**src/rtl/ifetch_pkg_112.sv**
```systemverilog
// rtl/ifetch_pkg_112.sv - shared opcodes, FSM states and queue entry type for the fetch stage
package ifetch_pkg_112;
  localparam logic [5:0] OP_J       = 6'b000010;
  localparam logic [5:0] OP_JAL     = 6'b000011;
  localparam int         WORD_BYTES = 4;
  localparam int         ENTRY_PC_W = 32;

  typedef enum logic [1:0] {
    S_RESET = 2'd0,
    S_FETCH = 2'd1,
    S_HOLD  = 2'd2
  } state_t;

  typedef struct packed {
    logic [ENTRY_PC_W-1:0] pc;
    logic [31:0]           instr;
  } entry_t;
endpackage

```
**src/rtl/fifo_112.sv**
```systemverilog
// rtl/fifo_112.sv - synchronous FIFO with flush; flush wins over a same-cycle push
module fifo_112 #(
  parameter int WIDTH = 8,
  parameter int DEPTH = 4
) (
  input  logic                   i_clk,
  input  logic                   i_rst,
  input  logic                   i_push,
  input  logic                   i_pop,
  input  logic                   i_flush,
  input  logic [WIDTH-1:0]       i_data,
  output logic [WIDTH-1:0]       o_data,
  output logic [$clog2(DEPTH):0] o_count,
  output logic                   o_full,
  output logic                   o_empty
);
  localparam int AW = $clog2(DEPTH);

  logic [WIDTH-1:0] r_mem [DEPTH];
  logic [AW-1:0]    r_wptr;
  logic [AW-1:0]    r_rptr;
  logic [AW:0]      r_count;
  logic             w_push;
  logic             w_pop;

  // A push into a full queue is accepted only when the head leaves in the same cycle.
  assign w_push  = i_push && (!o_full || i_pop);
  assign w_pop   = i_pop && !o_empty;
  assign o_full  = (r_count == (AW+1)'(DEPTH));
  assign o_empty = (r_count == '0);
  assign o_count = r_count;
  assign o_data  = r_mem[r_rptr];

  always_ff @(posedge i_clk) begin
    if (i_rst || i_flush) begin
      r_wptr  <= '0;
      r_rptr  <= '0;
      r_count <= '0;
    end else begin
      if (w_push) r_wptr <= r_wptr + AW'(1);
      if (w_pop)  r_rptr <= r_rptr + AW'(1);
      r_count <= r_count + (AW+1)'(w_push) - (AW+1)'(w_pop);
    end
  end

  always_ff @(posedge i_clk) begin
    if (w_push) r_mem[r_wptr] <= i_data;
  end
endmodule

```
**src/rtl/ifetch_pipe_112.sv**
```systemverilog
// rtl/ifetch_pipe_112.sv - pipelined instruction fetch with redirect and decode queue
// Optional J/JAL predecode redirect enabled by IFETCH_JUMP_PREDECODE_EN.
module ifetch_pipe_112
  import ifetch_pkg_112::*;
#(
  parameter int                ADDR_W   = 32,
  parameter int                DEPTH    = 4,
  parameter logic [ADDR_W-1:0] RESET_PC = '0
) (
  input  logic              clk,
  input  logic              rst,
  output logic              imem_req,
  output logic [ADDR_W-1:0] imem_addr,
  input  logic [31:0]       imem_rdata,
  input  logic              redir_valid,
  input  logic [ADDR_W-1:0] redir_target,
  output logic              out_valid,
  input  logic              out_ready,
  output logic [31:0]       out_instr,
  output logic [ADDR_W-1:0] out_pc,
  output logic              fault
);
  localparam int CW = $clog2(DEPTH) + 1;

  typedef struct packed {
    logic [ADDR_W-1:0] pc;
    logic [31:0]       instr;
  } fq_entry_t;

  state_t            r_state;
  state_t            w_next;
  logic [ADDR_W-1:0] r_pc;
  logic [ADDR_W-1:0] r_inflight_pc;
  logic              r_inflight;
  logic              r_discard;
  logic              r_fault;
  logic              w_credit;
  logic              w_issue;
  logic              w_push;
  logic              w_pop;
  logic              w_full;
  logic              w_empty;
  logic              w_jump;
  logic [ADDR_W-1:0] w_jump_target;
  logic [CW-1:0]     w_count;
  fq_entry_t         w_in;
  fq_entry_t         w_head;

  // Credit ignores a same-cycle pop so the issue decision never depends on decode.
  assign w_credit = (int'(w_count) + int'(r_inflight)) < DEPTH;
  assign w_issue  = !rst && (r_state == S_FETCH) && !redir_valid && w_credit;
  assign w_pop    = out_valid && out_ready;
  assign w_push   = r_inflight && !r_discard && (!w_full || w_pop);
  assign w_in.pc    = r_inflight_pc;
  assign w_in.instr = imem_rdata;

`ifdef IFETCH_JUMP_PREDECODE_EN
  logic [ADDR_W-1:0] w_pcp4;
  assign w_pcp4        = r_inflight_pc + ADDR_W'(WORD_BYTES);
  assign w_jump        = w_push && ((imem_rdata[31:26] == OP_J) || (imem_rdata[31:26] == OP_JAL));
  assign w_jump_target = ((w_pcp4 >> 28) << 28) | ADDR_W'({imem_rdata[25:0], 2'b00});
`else
  assign w_jump        = 1'b0;
  assign w_jump_target = '0;
`endif

  fifo_112 #(
    .WIDTH($bits(fq_entry_t)),
    .DEPTH(DEPTH)
  ) u_queue (
    .i_clk  (clk),
    .i_rst  (rst),
    .i_push (w_push),
    .i_pop  (w_pop),
    .i_flush(redir_valid),
    .i_data (w_in),
    .o_data (w_head),
    .o_count(w_count),
    .o_full (w_full),
    .o_empty(w_empty)
  );

  always_comb begin
    w_next = r_state;
    case (r_state)
      S_RESET: w_next = S_FETCH;
      S_FETCH: if (!w_credit) w_next = S_HOLD;
      S_HOLD:  if (w_credit) w_next = S_FETCH;
      default: w_next = S_RESET;
    endcase
    if (redir_valid && (r_state != S_RESET)) w_next = S_FETCH;
  end

  always_ff @(posedge clk) begin
    if (rst) begin
      r_state       <= S_RESET;
      r_pc          <= RESET_PC;
      r_inflight    <= 1'b0;
      r_inflight_pc <= '0;
      r_discard     <= 1'b0;
      r_fault       <= 1'b0;
    end else begin
      r_state    <= w_next;
      r_inflight <= w_issue;
      r_discard  <= redir_valid || w_jump;
      if (w_issue) r_inflight_pc <= r_pc;
      if (redir_valid)      r_pc <= {redir_target[ADDR_W-1:2], 2'b00};
      else if (w_jump)      r_pc <= w_jump_target;
      else if (w_issue)     r_pc <= r_pc + ADDR_W'(WORD_BYTES);
      if (redir_valid && (redir_target[1:0] != 2'b00)) r_fault <= 1'b1;
    end
  end

  assign imem_req  = w_issue;
  assign imem_addr = r_pc;
  assign out_valid = !rst && !w_empty && !redir_valid;
  assign out_instr = (rst || w_empty) ? 32'd0 : w_head.instr;
  assign out_pc    = (rst || w_empty) ? '0 : w_head.pc;
  assign fault     = r_fault;
endmodule

```
**config.mk**
```make
export PLATFORM = sky130hd
export DESIGN_NAME = ifetch_pipe_112
export DESIGN_NICKNAME = d
export VERILOG_FILES = /design/src/rtl/ifetch_pkg_112.sv /design/src/rtl/fifo_112.sv /design/src/rtl/ifetch_pipe_112.sv
export SDC_FILE = /design/constraint.sdc
export NUM_CORES = 1
export LEC_CHECK = 0
export CELL_PAD_IN_SITES_DETAIL_PLACEMENT = 1
export CELL_PAD_IN_SITES_GLOBAL_PLACEMENT = 2
export CORE_MARGIN = 2
export CORE_UTILIZATION = 36
export CTS_CLUSTER_DIAMETER = 120
export CTS_CLUSTER_SIZE = 8
export DETAILED_ROUTE_END_ITERATION = 7
export GPL_TIMING_DRIVEN = 0
export PLACE_DENSITY = 0.78
export SYNTH_ARGS = -nofsm -noshare
export SYNTH_HDL_FRONTEND = slang
export SYNTH_SLANG_ARGS = --single-unit
```
**constraint.sdc**
```tcl
create_clock -name clk -period 2.85 [get_ports clk]
set_input_delay 0.285 -clock clk [delete_from_list [all_inputs] [get_ports clk]]
set_output_delay 0.285 -clock clk [all_outputs]
set_load 0.005 [all_outputs]
```
==> results.md <==
## Cells and area
- commonest non-fill, non-tap cells in the layout: 248 x edfxtp_1, 161 x clkdlybuf4s50_1, 89 x nand2_1, 70 x dfxtp_1, 68 x and3_1
- area delta synth->final: 29.11%
- leading cell type in the layout, fill and taps excluded: edfxtp_1
- antenna diode count: 0
- Final #Nets: 1,114
- final core area utilization: 46.88%
- layout filler cell count: 3,550
- Post-Layout Cell Count: 1,524
- fraction of layout cells with a size suffix above 1: 17.03%
- Final Instance Area: 0.01659 mm²

## STA
- final setup fails: 0
- tightest hold margin: 116.7 ps
- unrepaired setup endpoints after global routing: false
- Max Clock Freq: 363.2 MHz
- setup ws final: 96.40 ps
- Max-Slew Margin vs Limit: 53.36%
- worst slew pin tran: 699.6 ps
- Fin Setup TNS: 0 ps
- Final Hold Violating Endpoints: 0
- maximum clock skew at final layout: 25.71 ps
- min cycle time layout: 2754 ps
- final slew viol count: 0
- Final period util: 96.62%

## Floorplan
- total core area: 0.03540 mm²
- row count: 69
- Die Span Y: 192.9 µm
- IO Count: 167
- overall die area: 0.03722 mm²
- Initial Utilization: 36.31%
- die width: 192.9 µm

## Power and ir drop
- reported leakage power: 5.595 nW
- total design power: 10.49 mW
- peak supply drop: 0.3722 mV
- switching power: 2.157 mW
- share of power burned in the clock network: 46.5%
- register share of total power: 49.4%
- power share of the combinational group: 4.2%
- Pwr per Cell Area: 632.0 mW/mm²
- proportion of total power due to net switching: 20.57%
- Internal Pwr Total: 8.330 mW

## Worst setup path
- end of the critical path: out_pc[22]
- crit end category: output port
- biggest cell delay along the critical path: 530 ps
- length in cells of the worst reg-to-reg path: 9
- CP max stage cell: clkdlybuf4s50_1
- Required @ worst endpoint: 2570 ps
- CP Max Fanout: 10
- CP cell instances: buf_6, mux4_2, and3_1, clkdlybuf4s50_1
- register-to-register path setup slack: 470 ps
- Critical Path AT: 2470 ps
- r2r endpoint: u_queue.o_count[2]$_SDFF_PP0_
- launch instance of the worst register-to-register path: u_queue.o_count[0]$_SDFF_PP0_
- classification of the worst setup path: reg2out
- type of element launching the critical path: flop

## Yosys
- top cell type by total area after synthesis: edfxtp_1
- leading register cell type out of synthesis: edfxtp_1
- top-area cell type share of the netlist area: 57.95%
- number of distinct library cells after synthesis: 59
- fraction of registers with async set/reset: 0%
- sequential cell area fraction in the yosys report: 69.48%
- Post-Synthesis Mean Instance Area: 15.75 µm²
- Synth warnings: 0
- number of synthesized register bits: 322
- biggest area contributors in the synthesized netlist: edfxtp_1 58%, dfxtp_1 12%, mux4_2 11%
- EDFF count, synth: 248
- netlist area before placement: 0.01285 mm²
- Syn Inst Count: 816

## Global route
- antenna violations before repair: 0
- via count of the first global-routing pass: 8,416
- remaining global-route overflow: 0
- maximum number of pins on one net before global-route repair: 51
- first-pass GRT wire length: 50,090 µm
- global-route usage over all layers: 17.90%

## Run
- count of maximum capacitance violations: 0

## Place
- pre-CTS WS: -385.8 ps
- number of placed cells counting well taps: 1,445
- HPWL after detailed placement: 21,540 µm
- count of input and output buffers: 161
- placer congestion estimate: 0.8062
- DP Area: 0.01516 mm²

## Detailed routing
- post-detailed-route wirelength per cell: 21.66 µm
- # DRC: 0
- total number of vias: 7,981
- final routed wirelength across all metal layers: 33,020 µm
- number of nets with antenna violations after detailed routing: 0
- vias per std cell: 5.237
- number of detailed-route iterations in the first pass: 5
- drt initial violations: 503

## Clock tree
- Inserted Clock Buffers: 46
- CTS sink count: 322
- Root Buffer Master: clkbuf_16
- clock insertion delay at the later pin of the skew report: 540 ps
- number of H-tree levels: 2
- clock buffer depth: 3
- clock tree from TritonCTS: done
- clock slew seen by the registers of the worst setup and hold paths: 50 ps
- CTS Hold Buffers Added: 0

## Worst hold path
- Worst Hold Class: in2reg

## Status
- outcome: completed

==> registers in the layout, indices dropped and copies added, names as in the netlist, named ones only <==
signal           flops
u_queue.r_rptr       2
imem_addr           30
r_state              2
r_inflight           1
u_queue.o_count      3
r_discard            1
u_queue.r_wptr       2
u_queue.r_mem      248
r_inflight_pc       30
fault                1
==> critical path, delay by kind of cell, from the launching register on <==
family                 cells  cell delay (ps)
AND/OR/NAND/NOR            1              200
buffers and inverters      2              760
flip-flops                 1              470
multiplexers               1              510
==> cells by family after synthesis <==
group	Yosys count	synth area share [%]
other	1	0.02918
multiplexers	63	10.94
AO/OA/AOI/OAI	95	4.897
flip-flops	322	69.48
adder cells (fa/ha/maj)	10	1.013
buffers and inverters	69	2.337
XOR/XNOR	13	0.8860
AND/OR/NAND/NOR	243	10.42
==> power by group through the flow <==
stage	clock, mW	sequential, mW	combinational, mW
2_1_floorplan	0	5.24	0.163
3_3_place_gp	0	5.26	0.418
3_5_place_dp	0	5.26	0.427
4_1_cts	5.00	5.18	0.434
5_1_grt	5.19	5.18	0.475
6_report	4.88	5.18	0.435
==> cell type report <==
cell class | instances | area (µm²) | area share [%]
sequential | 322 | 8936 | 53.86
inverter | 16 | 68.82 | 0.4147
tap | 461 | 576.8 | 3.476
multi-input combinational | 429 | 3670 | 22.12
buffer | 49 | 279.0 | 1.682
clock inverter | 2 | 17.52 | 0.1056
clock buffer | 72 | 1270 | 7.654
timing repair buffer | 173 | 1774 | 10.69
==> synthesized netlist by cell type, drive strengths merged (2+ instances only) <==
master	instances
a211oi	6
a21oi	40
a22oi	2
a31oi	14
a32oi	3
and2	8
and3	68
and4	5
buf	21
clkbuf	32
dfxtp	74
edfxtp	248
ha	8
inv	15
mux4	62
nand2	89
nand3	13
nand4	11
nor2	19
nor3b	2
nor4	7
o211ai	8
o21ai	4
o311ai	9
or2	2
or3	12
or4	5
xnor2	5
xor2	8
==> how the worst min path moves through the flow <==
stage / from / end / slack (ps) / cells after the start
after CTS: redir_valid / imem_addr[29]$_SDFFE_PP0P_ / 100 / 3
after global routing: redir_valid / imem_addr[29]$_SDFFE_PP0P_ / 120 / 3
after global placement: fault$_SDFFE_PP0P_ / fault$_SDFFE_PP0P_ / 440 / 2
after detailed placement: fault$_SDFFE_PP0P_ / fault$_SDFFE_PP0P_ / 440 / 2
final: redir_valid / imem_addr[29]$_SDFFE_PP0P_ / 120 / 3
after floorplan: rst / r_discard$_SDFF_PP0_ / 370 / 1
==> layer usage <==
metal	global-route usage [%]	up-vias	part of all wire (%)
met5	0	-	0
met4	4.720	0	2.0
met3	3.222	60	5.7
met2	29.80	273	48
met1	24.32	4009	44
li1	-	3639	-
==> what timing repair did <==
item / CTS / global route
setup endpoints to repair: 64 / 96
cloned: 0 / 1
pin swaps: 2 / 3
setup buffers: 2 / 6
gates resized for setup: 25 / 11
(Power assumes the default switching activity.)
